[config.mk]
export PLATFORM = sky130hd
export DESIGN_NAME = frame_draw_scheduler
export DESIGN_NICKNAME = d
export VERILOG_FILES = /design/src/rtl/frame_draw_scheduler.sv
export SDC_FILE = /design/constraint.sdc
export NUM_CORES = 1
export LEC_CHECK = 0
export ABC_CLOCK_PERIOD_IN_PS = 2000
export CAP_MARGIN = 20
export CORE_ASPECT_RATIO = 1.4
export CORE_UTILIZATION = 25
export DETAILED_ROUTE_END_ITERATION = 10
export PLACE_DENSITY = 0.52
export SYNTH_ARGS = -nofsm -noshare
export SYNTH_HDL_FRONTEND = slang
export SYNTH_SLANG_ARGS = --single-unit
export TNS_END_PERCENT = 10
[constraint.sdc]
create_clock -name clk -period 2 [get_ports clk]
set_input_delay 0.4 -clock clk [delete_from_list [all_inputs] [get_ports clk]]
set_output_delay 0.4 -clock clk [all_outputs]
set_load 0.05 [all_outputs]
[src/rtl/frame_draw_scheduler.sv]
// Per-frame scan sequencer: walks the grid through the frame tracker and issues
// req/ack draw commands for cells that need repainting.
//
// state | meaning
// ------+----------------------------------------------------------
// IDLE  | waiting for frame_start
// ADDR  | x/y presented to tracker, waiting TRACK_LAT cycles
// EVAL  | tracker outputs valid; decide whether the cell is drawn
// REQ   | draw command held until draw_ack
// NEXT  | advance to next cell in row-major order, or finish
// DONE  | one-cycle frame_done, publish draw_count
module frame_draw_scheduler #(
    parameter int GRID_W    = 16,
    parameter int GRID_H    = 12,
    parameter int TRACK_LAT = 1
) (
    input  logic       clk,
    input  logic       rst,
    input  logic       frame_start,
    input  logic       force_full,
    input  logic [2:0] obj_code,
    input  logic       diff,
    input  logic       draw_ack,
    output logic [3:0] x,
    output logic [3:0] y,
    output logic       track_en,
    output logic       draw_req,
    output logic [3:0] draw_x,
    output logic [3:0] draw_y,
    output logic [2:0] draw_code,
    output logic       busy,
    output logic       frame_done,
    output logic [7:0] draw_count
);

    localparam int LAT_W = (TRACK_LAT > 1) ? $clog2(TRACK_LAT) : 1;
    localparam logic [LAT_W-1:0] LAT_LOAD = LAT_W'(TRACK_LAT - 1);
    localparam logic [3:0] X_MAX = 4'(GRID_W - 1);
    localparam logic [3:0] Y_MAX = 4'(GRID_H - 1);

    typedef enum logic [2:0] {
        S_IDLE,
        S_ADDR,
        S_EVAL,
        S_REQ,
        S_NEXT,
        S_DONE
    } state_t;

    state_t           state;
    state_t           state_nxt;
    logic [LAT_W-1:0] lat_cnt;
    logic             full_mode;
    logic             full_pending;
    logic [7:0]       run_cnt;
    logic             x_last;
    logic             y_last;
    logic             cell_draw;

    assign x_last    = (x == X_MAX);
    assign y_last    = (y == Y_MAX);
    assign cell_draw = diff | full_mode;

    always_comb begin
        state_nxt = state;
        case (state)
            S_IDLE: begin
                if (frame_start) state_nxt = S_ADDR;
            end
            S_ADDR: begin
                if (lat_cnt == '0) state_nxt = S_EVAL;
            end
            S_EVAL: begin
                state_nxt = cell_draw ? S_REQ : S_NEXT;
            end
            S_REQ: begin
                if (draw_ack) state_nxt = S_NEXT;
            end
            S_NEXT: begin
                state_nxt = (x_last && y_last) ? S_DONE : S_ADDR;
            end
            S_DONE: begin
                state_nxt = S_IDLE;
            end
            default: state_nxt = S_IDLE;
        endcase
    end

    always_ff @(posedge clk) begin
        if (rst) begin
            state        <= S_IDLE;
            x            <= '0;
            y            <= '0;
            track_en     <= 1'b0;
            draw_req     <= 1'b0;
            draw_x       <= '0;
            draw_y       <= '0;
            draw_code    <= '0;
            busy         <= 1'b0;
            frame_done   <= 1'b0;
            draw_count   <= '0;
            lat_cnt      <= '0;
            full_mode    <= 1'b0;
            full_pending <= 1'b1;
            run_cnt      <= '0;
        end else begin
            state <= state_nxt;
            case (state)
                S_IDLE: begin
                    if (frame_start) begin
                        x            <= '0;
                        y            <= '0;
                        full_mode    <= force_full | full_pending;
                        full_pending <= 1'b0;
                        run_cnt      <= '0;
                        busy         <= 1'b1;
                        track_en     <= 1'b1;
                        lat_cnt      <= LAT_LOAD;
                    end
                end
                S_ADDR: begin
                    if (lat_cnt != '0) lat_cnt <= lat_cnt - 1'b1;
                end
                S_EVAL: begin
                    if (cell_draw) begin
                        draw_x    <= x;
                        draw_y    <= y;
                        draw_code <= obj_code;
                        draw_req  <= 1'b1;
                    end
                end
                S_REQ: begin
                    if (draw_ack) begin
                        draw_req <= 1'b0;
                        if (run_cnt != 8'hFF) run_cnt <= run_cnt + 8'd1;
                    end
                end
                S_NEXT: begin
                    lat_cnt <= LAT_LOAD;
                    if (x_last && y_last) begin
                        frame_done <= 1'b1;
                    end else if (x_last) begin
                        x <= '0;
                        y <= y + 4'd1;
                    end else begin
                        x <= x + 4'd1;
                    end
                end
                S_DONE: begin
                    // x/y deliberately hold the last cell
                    frame_done <= 1'b0;
                    draw_count <= run_cnt;
                    busy       <= 1'b0;
                    track_en   <= 1'b0;
                end
                default: ;
            endcase
        end
    end

endmodule

==> metrics <==
run status finished, final reports clean; RR Startpoint x[0]; Tot GR Track Use 0.128; Syn Inst Count 215; Detail Placement HPWL 3.69 mm; CP peak stage delay 0.81 ns; Boundary Pins 40; Core Area 0.00741 mm2; leading area contributor after synthesis dfxtp_1; clock latency on the worst-skew pair 0.30 ns; register clock-pin slew on the reported worst setup and hold paths 0.09 ns; fraction of final layout cells with drive strength greater than 1 0.146; fraction of the cycle the final worst path needs 0.938; crit-path max FO 3; cell count of the worst reg-to-reg path 5; Worst path depth 1; Final Hold Viols 0; Fin Clk Skew 0.00559 ns; area share of the leading cell type in the synthesized netlist 0.449; filler-free cell count of the finished design 364; Reg2Reg Capture Point y[3]; synthesis-to-finish area growth 34.8%; most common library cells after synthesis dfxtp_1, nor2_1, mux2i_1; total placed cells including tap cells 356; count of flip-flops with a built-in enable after synthesis 0; minimum setup slack among reg-to-reg paths 0.26 ns; Post-Syn Nets 227; final antenna-violating net count 0; global route total overflow 0; RSZ-0062 raised after global routing false; transition time of the tightest slew-check pin 0.512 ns; total of fill cells in the finished design 811; via count of the routed design 1729; clock buffer count from CTS 5; clock tree from TritonCTS built; largest voltage drop on the vdd net 0.308 mV; fin nets 278; DRC marker count from the first detailed-route iteration 108; maximum number of pins on one net before global-route repair 15; sequential area share after synthesis 0.449; DR WL/cell 13.4 um; critical-path cell with the highest stage delay clkdlybuf4s50_1; Die Footprint 0.00804 mm2; vias per cell 4.75; Setup crit end busy; number of buffers and inverters on the critical path 1; Antenna diodes 0; dominant delay contributor by cell family on the critical path buffers and inverters; number of warnings printed during yosys synthesis 0; start-to-end type of the worst setup path reg -> out; Crit path arrival time 1.48 ns; hold_buf cts 0; top cells by area in the synthesized netlist dfxtp_1, mux2i_1, nor2_1; synth unique cells 45; Fin Setup TNS 0 ns; Post-synth top flop dfxtp_1; type of element launching the critical path flip-flop; Leakage 0.00103 uW; power per cell area 645 mW/mm2; origin of the worst setup path busy; async set-reset flop share out of synthesis 0; drt first pass iters 4; number of max-cap violations 0; site row count 37; deepest clock path buffer count 2; maximum clock frequency 533 MHz; class of the worst hold path reg -> reg; root cell of the clock tree clkbuf_8; first-pass GRT wire length 8.25 mm; DRC viols 0; Slew Viols, Final 0; per-instance average area after synthesis 8.93 um2; Setup crit end kind primary output; DIE HEIGHT 106 um; initial antenna violation count 0; Final GP Congestion 0.803; DIE WIDTH 76.1 um; WL final 4.88 mm; final worst path period need 1.88 ns; number of clock sinks 43; final setup vio count 0; Slew Limit Headroom 0.658; initial standard-cell utilization of the core 0.259; most used standard cell by instance count after synthesis dfxtp_1; synthesized area 0.00192 mm2; critical path data required time 1.60 ns; cell chain of the critical path clkdlybuf4s50_1; number of global-route vias before repair 1693; number of H-tree levels 2; IO Port Bufs 39; flops & latches, synth 43
[registers in the layout (all words and copies together) (netlist names)]
signal,count
busy,1
full_mode,1
state,3
draw_y,4
draw_count,8
draw_x,4
x,4
y,4
full_pending,1
run_cnt,8
draw_code,3
frame_done,1
draw_req,1
[worst min-delay path by stage]
| stage | from | depth (start not counted) | end |
|---|---|---|---|
| finish | full_pending | 2 | full_pending |
| global route | full_pending | 2 | full_pending |
| CTS | full_pending | 2 | full_pending |
| detailed placement | full_pending | 2 | full_pending |
| global placement | full_pending | 2 | full_pending |
| floorplan | full_pending | 2 | full_pending |
[cells in the final DEF (no fill, tap or decap), types with 2 or more instances in the layout]
cell type | synthesis | layout
o41ai_1 | 2 | 2
mux2i_1 | 19 | 19
or3_1 | 4 | 4
nand3_1 | 8 | 8
clkbuf_8 | 0 | 5
nand2_1 | 9 | 9
buf_4 | 2 | 24
ha_1 | 3 | 3
nor2_1 | 30 | 30
a31o_2 | 2 | 2
nor4_1 | 2 | 2
nand3b_1 | 2 | 2
a31oi_1 | 10 | 10
a22oi_1 | 2 | 2
a21oi_1 | 9 | 9
inv_1 | 9 | 9
a2bb2oi_1 | 2 | 2
nor2b_1 | 2 | 2
dfxtp_1 | 43 | 43
nor3_1 | 6 | 5
nand2b_1 | 2 | 2
clkdlybuf4s50_1 | 0 | 30
and3_1 | 7 | 7
o21ai_0 | 8 | 8
a41oi_1 | 2 | 2
[report_power, final]
part | total, uW | switching (uW) | internal [uW]
logic | 219 | 128 | 91.5
registers | 892 | 19.1 | 872
clock network | 559 | 314 | 245
total | 1670 | 461 | 1210
[area by class of cell]
class | count | area, um2 | share of cell area
clock buffers | 6 | 72.6 | 0.0280
clock inverters | 2 | 12.5 | 0.00484
multi-input cells | 151 | 973 | 0.376
inverters | 9 | 33.8 | 0.0131
well taps | 97 | 121 | 0.0469
repair buffers | 56 | 513 | 0.198
flip-flops and latches | 43 | 861 | 0.333
[tightest hold or removal path, stage by stage (launching register included)]
cell	delay (ns)
dfxtp_1	0.32
inv_1	0.04
o21ai_0	0.07
[through the flow]
| stage | instance area (um2) | total power (uW) | utilization | setup slack, ns | hold slack (ns) |
|---|---|---|---|---|---|
| 3_3_place_gp | 2500 | 1130 | 0.338 | 0.0803 | 0.468 |
| 2_1_floorplan | 1920 | 1040 | - | 0.0568 | 0.446 |
| 6_report | 2590 | 1670 | 0.349 | 0.123 | 0.473 |
| 4_1_cts | 2580 | 1690 | 0.349 | 0.0343 | 0.480 |
| 5_1_grt | 2590 | 1750 | 0.349 | 0.0623 | 0.505 |
| 3_5_place_dp | 2500 | 1130 | 0.338 | 0.0820 | 0.468 |
[logic make-up (layout without fill, tap and decap cells)]
logic type,Yosys count,in the layout,share of synthesized area
simple gates,81,81,0.214
compound gates,47,47,0.166
flops,43,43,0.449
buf+inv,21,73,0.0469
mux,20,20,0.105
fa+ha+maj,3,3,0.0196
[layer usage]
layer  wire (um)  vias to the layer above  GRT usage
li1            -                      878          -
met5           0                        -          0
met4          67                        0     0.0508
met3         189                        7     0.0312
met2        2540                       40      0.236
met1        2080                      804      0.140
[repair_timing]
item,4_1_cts,5_1_grt
buffers inserted,0,0
resized for setup,0,1
setup endpoints to repair,0,1
No activity file was read; power rests on OpenSTA's default activity.
